--- config.mk ---
export PLATFORM = sky130hd
export DESIGN_NAME = digit_scan_driver_flat
export DESIGN_NICKNAME = d
export VERILOG_FILES = /design/src/rtl/digit_scan_driver_pkg.sv /design/src/rtl/digit_scan_driver_if.sv /design/src/rtl/digit_scan_driver_hex_to_seg7.sv /design/src/rtl/digit_scan_driver.sv /design/src/flat_wrapper.sv
export SDC_FILE = /design/constraint.sdc
export NUM_CORES = 1
export LEC_CHECK = 0
export CORE_UTILIZATION = 50
export CTS_BUF_LIST = sky130_fd_sc_hd__clkbuf_8 sky130_fd_sc_hd__clkbuf_16
export DETAILED_ROUTE_END_ITERATION = 12
export PLACE_DENSITY = 0.83
export SLEW_MARGIN = 10
export SYNTH_ARGS = -nofsm -noshare
export SYNTH_HDL_FRONTEND = slang
export SYNTH_HIERARCHICAL = 1
export SYNTH_SLANG_ARGS = --single-unit
--- constraint.sdc ---
create_clock -name clk -period 3.4 [get_ports clk]
set_input_delay 0.68 -clock clk [delete_from_list [all_inputs] [get_ports clk]]
set_output_delay 0.68 -clock clk [all_outputs]
set_load 0.01 [all_outputs]
--- src/rtl/digit_scan_driver_pkg.sv ---
// Shared constants and types for the multiplexed 4-digit 7-segment scan driver.
// Package: scan_pkg
//   NUM_DIGITS / NIBBLE_W / SEG_W : display geometry
//   DATA_W                        : width of the loadable hex value
//   seg7_t                        : segment code, bit order {g,f,e,d,c,b,a}
//   SEG_OFF                       : all segments dark, active-high sense
package scan_pkg;
    localparam int unsigned NUM_DIGITS = 4;
    localparam int unsigned NIBBLE_W   = 4;
    localparam int unsigned SEG_W      = 7;
    localparam int unsigned DATA_W     = NUM_DIGITS * NIBBLE_W;

    typedef logic [SEG_W-1:0]    seg7_t;
    typedef logic [NIBBLE_W-1:0] nibble_t;

    localparam seg7_t SEG_OFF = '0;
endpackage

--- src/rtl/digit_scan_driver_if.sv ---
// Load handshake between a value producer and digit_scan_driver.
//   load_valid : producer offers load_data
//   load_data  : 16-bit hex value, nibble i -> digit i
//   load_ready : driver can accept a value this cycle
// Modports: master = producer, slave = digit_scan_driver.
interface digit_scan_driver_if;
    import scan_pkg::*;

    logic              load_valid;
    logic [DATA_W-1:0] load_data;
    logic              load_ready;

    modport master (output load_valid, output load_data, input load_ready);
    modport slave  (input load_valid, input load_data, output load_ready);
endinterface

--- src/rtl/digit_scan_driver_hex_to_seg7.sv ---
// Combinational hex nibble to 7-segment decoder.
//   nibble : hex digit 0..F
//   seg    : {g,f,e,d,c,b,a}, active-high; output polarity is applied by the caller
module hex_to_seg7
    import scan_pkg::*;
(
    input  nibble_t nibble,
    output seg7_t   seg
);
    always_comb begin
        seg = SEG_OFF;
        case (nibble)
            4'h0: seg = 7'h3F;
            4'h1: seg = 7'h06;
            4'h2: seg = 7'h5B;
            4'h3: seg = 7'h4F;
            4'h4: seg = 7'h66;
            4'h5: seg = 7'h6D;
            4'h6: seg = 7'h7D;
            4'h7: seg = 7'h07;
            4'h8: seg = 7'h7F;
            4'h9: seg = 7'h6F;
            4'hA: seg = 7'h77;
            4'hB: seg = 7'h7C;
            4'hC: seg = 7'h39;
            4'hD: seg = 7'h5E;
            4'hE: seg = 7'h79;
            4'hF: seg = 7'h71;
            default: seg = SEG_OFF;
        endcase
    end
endmodule

--- src/rtl/digit_scan_driver.sv ---
// 4-digit multiplexed 7-segment driver strobed by a one-hot ring sequencer.
// A new value is captured into a shadow buffer via the load handshake and is
// copied to the active buffer only at the q3->q0 frame boundary, so a frame
// never shows a mix of old and new digits.
// Ports:
//   clk, reset  : rising-edge clock, synchronous active-high reset
//   phase       : one-hot digit strobe, bit i = sequencer output qi
//   load        : value handshake (slave modport)
//   an          : digit enables, active-low when AN_ACTIVE_LOW
//   seg         : {g,f,e,d,c,b,a}, active-low when SEG_ACTIVE_LOW
//   frame_done  : one-cycle pulse after a buffer swap
//   phase_err   : sticky flag, a non-one-hot phase was sampled
// Build option: define BLANK_LEADING_ZERO_EN to blank leading zero digits
// (digit 0 always shown, blanked digits keep their anode strobe).
module digit_scan_driver
    import scan_pkg::*;
#(
    parameter bit AN_ACTIVE_LOW  = 1'b1,
    parameter bit SEG_ACTIVE_LOW = 1'b1
) (
    input  logic                  clk,
    input  logic                  reset,
    input  logic [NUM_DIGITS-1:0] phase,
    digit_scan_driver_if.slave    load,
    output logic [NUM_DIGITS-1:0] an,
    output seg7_t                 seg,
    output logic                  frame_done,
    output logic                  phase_err
);
    localparam logic [NUM_DIGITS-1:0] AN_OFF  = AN_ACTIVE_LOW ? '1 : '0;
    localparam seg7_t                 SEG_DARK = SEG_ACTIVE_LOW ? ~SEG_OFF : SEG_OFF;

    logic [DATA_W-1:0]     active_q, active_d;
    logic [DATA_W-1:0]     shadow_q, shadow_d;
    logic                  pending_q, pending_d;
    logic [NUM_DIGITS-1:0] phase_prev_q, phase_prev_d;
    logic [NUM_DIGITS-1:0] an_q, an_d;
    seg7_t                 seg_q, seg_d;
    logic                  frame_done_q, frame_done_d;
    logic                  phase_err_q, phase_err_d;

    logic                  transfer;
    logic                  swap;
    logic                  phase_onehot;
    logic [1:0]            digit_idx;
    nibble_t               digit_nibble;
    seg7_t                 dec_seg;
    logic                  blank;

    assign load.load_ready = !pending_q && !reset;

    // Buffer control: a swap needs pending set at the start of the cycle, so a
    // transfer landing on a boundary waits for the following boundary.
    always_comb begin
        transfer     = load.load_valid && !pending_q;
        swap         = pending_q && phase_prev_q[NUM_DIGITS-1] && phase[0];
        shadow_d     = transfer ? load.load_data : shadow_q;
        active_d     = swap ? shadow_q : active_q;
        pending_d    = pending_q;
        if (swap) begin
            pending_d = 1'b0;
        end else if (transfer) begin
            pending_d = 1'b1;
        end
        frame_done_d = swap;
        phase_prev_d = phase;
        phase_onehot = $onehot(phase);
        phase_err_d  = phase_err_q || !phase_onehot;
    end

    // Digit select decodes from active_d so the swap cycle already shows the new value.
    always_comb begin
        digit_idx = '0;
        for (int unsigned i = 0; i < NUM_DIGITS; i++) begin
            if (phase[i]) begin
                digit_idx = 2'(i);
            end
        end
        digit_nibble = active_d[{digit_idx, 2'b00} +: NIBBLE_W];
`ifdef BLANK_LEADING_ZERO_EN
        blank = (digit_idx != 2'd0) && ((active_d >> {digit_idx, 2'b00}) == '0);
`else
        blank = 1'b0;
`endif
    end

    hex_to_seg7 u_hex_to_seg7 (
        .nibble (digit_nibble),
        .seg    (dec_seg)
    );

    always_comb begin
        an_d  = AN_OFF;
        seg_d = SEG_DARK;
        if (phase_onehot) begin
            an_d = AN_ACTIVE_LOW ? ~phase : phase;
            if (!blank) begin
                seg_d = SEG_ACTIVE_LOW ? ~dec_seg : dec_seg;
            end
        end
    end

    always_ff @(posedge clk) begin
        if (reset) begin
            active_q     <= '0;
            shadow_q     <= '0;
            pending_q    <= 1'b0;
            phase_prev_q <= '0;
            an_q         <= AN_OFF;
            seg_q        <= SEG_DARK;
            frame_done_q <= 1'b0;
            phase_err_q  <= 1'b0;
        end else begin
            active_q     <= active_d;
            shadow_q     <= shadow_d;
            pending_q    <= pending_d;
            phase_prev_q <= phase_prev_d;
            an_q         <= an_d;
            seg_q        <= seg_d;
            frame_done_q <= frame_done_d;
            phase_err_q  <= phase_err_d;
        end
    end

    assign an         = an_q;
    assign seg        = seg_q;
    assign frame_done = frame_done_q;
    assign phase_err  = phase_err_q;
endmodule

--- src/flat_wrapper.sv ---
// flat-port wrapper written by rule: the top's interface ports become plain ports
module digit_scan_driver_flat import scan_pkg::*;
#(
    parameter bit AN_ACTIVE_LOW  = 1'b1,
    parameter bit SEG_ACTIVE_LOW = 1'b1
)
  (clk, reset, phase, an, seg, frame_done, phase_err, load_load_valid, load_load_data, load_load_ready);
  digit_scan_driver_if load_i ();
  input  logic clk;
  input  logic reset;
  input  logic [NUM_DIGITS-1:0] phase;
  output logic [NUM_DIGITS-1:0] an;
  output seg7_t seg;
  output logic frame_done;
  output logic phase_err;
  input wire logic [$bits(load_i.load_valid)-1:0] load_load_valid;
  input wire logic [$bits(load_i.load_data)-1:0] load_load_data;
  output wire logic [$bits(load_i.load_ready)-1:0] load_load_ready;
  assign load_i.load_valid = load_load_valid;
  assign load_i.load_data = load_load_data;
  assign load_load_ready = load_i.load_ready;
  digit_scan_driver #(.AN_ACTIVE_LOW(AN_ACTIVE_LOW), .SEG_ACTIVE_LOW(SEG_ACTIVE_LOW)) u_core (.clk(clk), .reset(reset), .phase(phase), .load(load_i), .an(an), .seg(seg), .frame_done(frame_done), .phase_err(phase_err));
endmodule
==> flow_summary.json, run 1 <==
{
  "clk_path_buf_depth": 2,
  "layoutNonFillerInstCount": 332,
  "synth.largest_area_cell": "dfxtp_1",
  "grt.total_usage_pct": 21.2,
  "dr.pass1.iters": 6,
  "die_area_mm2": 0.00447,
  "maxCapViolCount": 0,
  "fp.dieW_um": 66.9,
  "numCtsBuffers": 5,
  "start_kind": "input port",
  "path_clk_slew_ns": 0.09,
  "fin_nets": 314,
  "grt_overflow": 0,
  "period_share_pct": 91.5,
  "hold_depth": 2,
  "yosys.area.top_type_share_pct": 44.7,
  "ys_warn_count": 6,
  "routed_via_density": 5.06,
  "setup_viol": 0,
  "arrival_ns": 3.37,
  "grt_pass1_wl_um": 6890,
  "fp-row-count": 23,
  "synth_area_mm2": 0.00210,
  "ios": 37,
  "routed_wl_um": 4100,
  "skew_ns": 0.00432,
  "tightestPinTransition_ns": 0.615,
  "drive_above_1_share_pct": 12.4,
  "grt_max_degree": 38,
  "clock_latency_ns": 0.31,
  "post_cts.repair.setup_buffers": 0,
  "period_needed_ns": 3.11,
  "cts.repair.resized": 0,
  "post-route-util_pct": 66.3,
  "layout.cells.most_common_list": "60 x nand2_1, 47 x dfxtp_1, 36 x clkdlybuf4s50_1, 27 x a21oi_1, 19 x inv_1",
  "drtIter0Drc": 137,
  "syn_nets": 271,
  "rsz0062_at_grt": "no",
  "worstSetupEndpointType": "flop",
  "hold_end": "u_core/active_q[4]$_SDFF_PP0_",
  "r2r_cells": 8,
  "crit_required_ns": 3.66,
  "yosysSeqAreaShare_pct": 44.7,
  "setup_tns_ns": 0,
  "hold_viol_final": 0,
  "totalPowerFinal_uw": 1120,
  "hold_start": "u_core/active_q[4]$_SDFF_PP0_",
  "hpwl_um": 3000,
  "synth_area_leaders": "dfxtp_1 45%, nand2_1 11%, a21oi_1 6.4%",
  "antenna_left": 0,
  "clockRootBuffer": "clkbuf_8",
  "avgSynthCellArea_um2": 8.84,
  "htree_num_levels": 2,
  "cts_sinks": 47,
  "maxSlewViolCount": 0,
  "hold_path.class": "reg -> reg",
  "syn_inst": 238,
  "grt_pass1_vias": 1521,
  "wire_per_inst_um": 12.4,
  "cts_tree": "done",
  "synth_cell_type_count": 31,
  "power_density_mw_per_mm2": 419,
  "antenna_cells": 0,
  "area_growth_pct": 26.9,
  "max-slew-margin-rel_pct": 59.0,
  "r2r_slack_ns": 0.89,
  "r2r-start": "u_core/pending_q$_SDFFE_PP0P_",
  "fmax_ghz": 0.322,
  "stdcell_area_mm2": 0.00267,
  "final_common_cell": "nand2_1",
  "portBuffers": 36,
  "critical_path_class": "in -> reg",
  "synth_seq_cells": 47,
  "die_h_um": 66.9,
  "place_inst": 324,
  "antenna_found_initial": 0,
  "place_area_mm2": 0.00258,
  "place_congestion": 0.809,
  "core_area_mm2": 0.00403,
  "reg2reg_to": "u_core/seg[3]$_SDFF_PP1_",
  "dr_total_vias": 1681,
  "start_util_pct": 52.2,
  "outcome": "complete, no violations",
  "ctsHoldBuffers": 0,
  "ir_worst_vdd_uv": 322,
  "p_leak_uw": 0.00108,
  "drcViolationCount": 0,
  "worst-path-max-fanout": 4
}
## metal layers
metal	routed length (um)	share of wire, %	global-route usage, %
met4	61	1.5	9.31
met5	0	0	0
met2	1980	48	34.1
met1	1800	44	25.9
met3	253	6.2	6.34
## worst max-delay path, cell delays in order
cell and delay (ns):
clkdlybuf4s50_1 0.58, mux4_1 0.59, a222oi_1 0.45, inv_1 0.15, ha_1 0.35, mux4_1 0.50, nand2_1 0.06
## metrics by stage
stage	setup WS, ns	hold slack [ns]
2_1_floorplan	0.544	0.432
3_3_place_gp	0.105	0.440
3_5_place_dp	0.0244	0.446
4_1_cts	0.280	0.458
5_1_grt	0.169	0.476
6_report	0.290	0.454
## state kept, by name, summed over array words and instances (netlist names)
signal	flops
u_core/active_q	16
u_core/shadow_q	16
u_core/seg	7
u_core/an	4
u_core/frame_done	1
u_core/pending_q	1
u_core/phase_err	1
u_core/phase_prev_q	1
## logic make-up (layout without fill, tap and decap cells)
family,after synthesis,in the layout,synth area share [%]
simple gates,88,88,17.7
buf+inv,41,85,9.16
compound gates,34,34,9.69
flops,47,47,44.7
fa+ha+maj,10,10,6.30
mux,18,18,12.4
## final cells by class
class                   count  area (um2)
inverters                  26         124
fillers                   329        1360
clock buffers               5        68.8
repair buffers             51         473
well taps                  50        62.6
flip-flops and latches     47         941
multi-input cells         150         977
clock inverters             3        23.8
## how the worst max path moves through the flow
stage	from	to	slack, ns
floorplan	phase[0]	u_core/seg[3]$_SDFF_PP1_	0.54
global placement	phase[1]	u_core/seg[3]$_SDFF_PP1_	0.11
detailed placement	phase[1]	u_core/seg[3]$_SDFF_PP1_	0.02
CTS	phase[1]	u_core/seg[3]$_SDFF_PP1_	0.28
global route	phase[1]	u_core/seg[3]$_SDFF_PP1_	0.17
finish	phase[1]	u_core/seg[3]$_SDFF_PP1_	0.29
## power breakdown
group	switching (uW)	internal [uW]	total [uW]	leakage (uW)
logic	85.1	99.6	185	0.000652
registers	13.1	576	589	0.000383
clock network	197	147	344	0.0000408
total	295	822	1120	0.00108
## synthesized netlist by cell type (all sizes together)
| master | instances |
|---|---|
| nand2 | 60 |
| dfxtp | 47 |
| a21oi | 27 |
| inv | 23 |
| nor2 | 14 |
| clkbuf | 10 |
| mux2i | 10 |
| ha | 9 |
| buf | 5 |
| mux4 | 5 |
| a222oi | 4 |
| mux2 | 3 |
| nor2b | 3 |
| nor3 | 3 |
| clkinv | 2 |
| nand2b | 2 |
| nor4b | 2 |
| a31o | 1 |
| and3 | 1 |
| bufinv | 1 |
| fa | 1 |
| nand3 | 1 |
| nand3b | 1 |
| o31a | 1 |
| o32a | 1 |
| or2b | 1 |
(Power assumes the default switching activity.)
==> inputs of run 2 (changes only) <==
CAP_MARGIN = 20   (was not set)
==> results of run 2 <==
Final layout, timing and power as in run 1 (identical DEF).
==> inputs of run 3 (changes only) <==
ABC_AREA = 1   (was not set)
ABC_CLOCK_PERIOD_IN_PS = 3400   (was not set)
PLACE_DENSITY = 0.79   (was 0.83)
==> run 3 against run 2 <==
Net effect: clock skew up 0.0036 ns; maximum frequency rose by 11%; worst setup slack better by 0.32 ns; hold slack better by 0.014 ns; clock power down 8.4%; largest cell class unchanged; utilization shrank 2.4 points; die area increased by 2.2%; critical endpoint is now u_core/seg[6]$_SDFF_PP1_; cell count rose by 8.7%; first-iteration DRC count increased by 2.2%.
==> flow_summary.json, run 3 <==
{
  "path_clk_slew_ns": 0.08,
  "core_area_mm2": 0.00406,
  "tightestPinTransition_ns": 0.375,
  "ctsHoldBuffers": 0,
  "fp-row-count": 23,
  "setup_viol": 0,
  "drtIter0Drc": 140,
  "routed_via_density": 5.09,
  "syn_inst": 276,
  "antenna_left": 0,
  "r2r_slack_ns": 1.23,
  "reg2reg_to": "u_core/seg[3]$_SDFF_PP1_",
  "cts_sinks": 47,
  "place_congestion": 0.879,
  "synth_area_leaders": "dfxtp_1 44%, nand2_1 14%, a21oi_1 7.4%",
  "r2r_cells": 14,
  "nFillCells": 378,
  "power_density_mw_per_mm2": 424,
  "synth_common_cells": "82 x nand2_1, 47 x dfxtp_1, 32 x a21oi_1, 29 x nand3_1, 15 x inv_1",
  "antenna_found_initial": 0,
  "ys_async_sr_fraction_pct": 0,
  "avgSynthCellArea_um2": 7.80,
  "cp_slowest_stage_delay_ns": 0.63,
  "routed_wl_um": 4240,
  "fmax_ghz": 0.358,
  "crit_path_top_delay_cell": "clkdlybuf4s50_1",
  "synth.largest_area_cell": "dfxtp_1",
  "layout.cells.most_common_list": "82 x nand2_1, 47 x dfxtp_1, 36 x clkdlybuf4s50_1, 32 x a21oi_1, 29 x nand3_1",
  "wire_per_inst_um": 11.8,
  "crit_chain": "clkdlybuf4s50_1 > inv_1 > fa_1 > inv_1 > ha_1 > ha_1 > nor4_1 > buf_4 > nand2_1",
  "hold_end": "u_core/shadow_q[15]$_SDFFE_PP0P_",
  "max-slew-margin-rel_pct": 75.0,
  "skew_ns": 0.00794,
  "clock_latency_ns": 0.30,
  "die_h_um": 67.6,
  "numCtsBuffers": 5,
  "yosysSeqAreaShare_pct": 43.7,
  "p_int_uw": 803,
  "final_common_cell": "nand2_1",
  "dr.pass1.iters": 4,
  "period_needed_ns": 2.79,
  "synth_area_mm2": 0.00215,
  "hold_viol_final": 0,
  "htree_num_levels": 2,
  "setup_tns_ns": 0,
  "portBuffers": 36,
  "dr_total_vias": 1836,
  "grt.total_usage_pct": 22.3,
  "start_kind": "input port",
  "r2r-start": "u_core/pending_q$_SDFFE_PP0P_",
  "post_cts.repair.setup_buffers": 0,
  "switching_share_pct": 27.0,
  "crit_required_ns": 3.59,
  "area_growth_pct": 20.5,
  "ir_worst_vdd_uv": 283,
  "maxSlewViolCount": 0,
  "critical_path_class": "in -> reg",
  "power.share.clock_pct": 28.6,
  "clk_path_buf_depth": 2,
  "synth_edf_count": 0,
  "synth_cell_type_count": 24,
  "rsz0062_at_grt": "no",
  "arrival_ns": 2.98,
  "multiInputGateArea_mm2": 0.00103,
  "clockRootBuffer": "clkbuf_8",
  "period_share_pct": 82.2,
  "combinationalPowerShare_pct": 18.2,
  "cts_tree": "done",
  "synth_seq_cells": 47,
  "start_util_pct": 53.0,
  "p_leak_uw": 0.00108,
  "power_switching_uw": 297,
  "maxCapViolCount": 0,
  "grt_overflow": 0,
  "fp.dieW_um": 67.6,
  "hold_start": "u_core/shadow_q[15]$_SDFFE_PP0P_",
  "hold_path.class": "reg -> reg",
  "grt_pass1_vias": 1739,
  "cts.repair.resized": 0,
  "drive_above_1_share_pct": 10.6,
  "yosys.area.top_type_share_pct": 43.7,
  "worstSetupEndpointType": "flop",
  "worst-path-max-fanout": 11,
  "antenna_cells": 0,
  "hpwl_um": 3050,
  "ys_warn_count": 6,
  "outcome": "complete, no violations",
  "seqPwrFrac_pct": 53.2,
  "synthFlopType": "dfxtp_1",
  "syn_nets": 309,
  "yosysMostFrequentCell": "nand2_1",
  "fin_nets": 343,
  "totalPowerFinal_uw": 1100,
  "ios": 37,
  "seq_area_um2": 941,
  "grt_max_degree": 38,
  "grt_pass1_wl_um": 7470,
  "hold_depth": 2,
  "die_area_mm2": 0.00457,
  "drcViolationCount": 0
}
[run 3: changes by cell type after synthesis, moves of 4 or more]
cell / change
mux4_1: -4
buf_4: +4
a222oi_1: -4
nor2_1: -4
inv_1: -4
nand2_2: +14
nand3_1: +29
nand2_1: +22
a21oi_1: +5
nand4_1: +12
mux2i_1: -10
clkbuf_1: -8
[run 3: kinds of logic (layout without fill, tap and decap cells)]
| logic type | Yosys count | in the layout | share of synthesized area, % |
|---|---|---|---|
| AND/OR/NAND/NOR | 153 | 153 | 33.4 |
| buffers and inverters | 33 | 68 | 8.55 |
| adder cells (fa/ha/maj) | 10 | 10 | 6.16 |
| AO/OA/AOI/OAI | 33 | 33 | 8.20 |
| flip-flops | 47 | 47 | 43.7 |
[run 3: worst max-delay path: cells and delay by family]
kind / cells / cell delay, ns
fa+ha+maj: 3 / 0.99
simple gates: 2 / 0.34
buf+inv: 4 / 0.98
[run 3: worst max path at each step]
stage	start	end	slack, ns	depth (start not counted)
2_1_floorplan	phase[0]	u_core/an[0]$_SDFF_PP1_	0.65	10
3_3_place_gp	phase[0]	u_core/an[3]$_SDFF_PP1_	0.30	9
3_5_place_dp	phase[0]	u_core/an[1]$_SDFF_PP1_	0.26	9
4_1_cts	phase[0]	u_core/seg[6]$_SDFF_PP1_	0.59	9
5_1_grt	phase[0]	u_core/seg[6]$_SDFF_PP1_	0.43	9
6_report	phase[0]	u_core/seg[6]$_SDFF_PP1_	0.61	9
[run 3: routing by layer]
metal,vias to the layer above,global-route usage (%),routed length (um)
met2,58,36.5,1960
met1,802,26.6,1960
li1,965,-,-
met3,11,7.09,213
met5,-,0,0
met4,0,9.57,105
[run 3: power groups by stage]
| stage | Clock (uW) | Combinational [uW] | Sequential, uW |
|---|---|---|---|
| 3_5_place_dp | 0 | 201 | 598 |
| 3_3_place_gp | 0 | 198 | 597 |
| 2_1_floorplan | 0 | 127 | 603 |
| 5_1_grt | 354 | 229 | 588 |
| 6_report | 315 | 200 | 585 |
| 4_1_cts | 324 | 202 | 585 |
[run 3: cell type report]
class                   count  share of cell area, %
repair buffers             42                   15.6
multi-input cells         196                   39.6
well taps                  50                   2.41
clock inverters             3                  0.483
inverters                  18                   2.90
flip-flops and latches     47                   36.3
clock buffers               5                   2.65
[run 3: per-stage QoR]
step,instances,setup slack (ns),hold WS [ns],util (%),area (um2)
3_3_place_gp,353,0.303,0.450,61.9,2510
4_1_cts,361,0.588,0.469,63.9,2590
6_report,361,0.605,0.468,63.9,2590
5_1_grt,361,0.431,0.482,63.9,2590
2_1_floorplan,276,0.646,0.439,-,2150
3_5_place_dp,353,0.262,0.457,61.9,2510
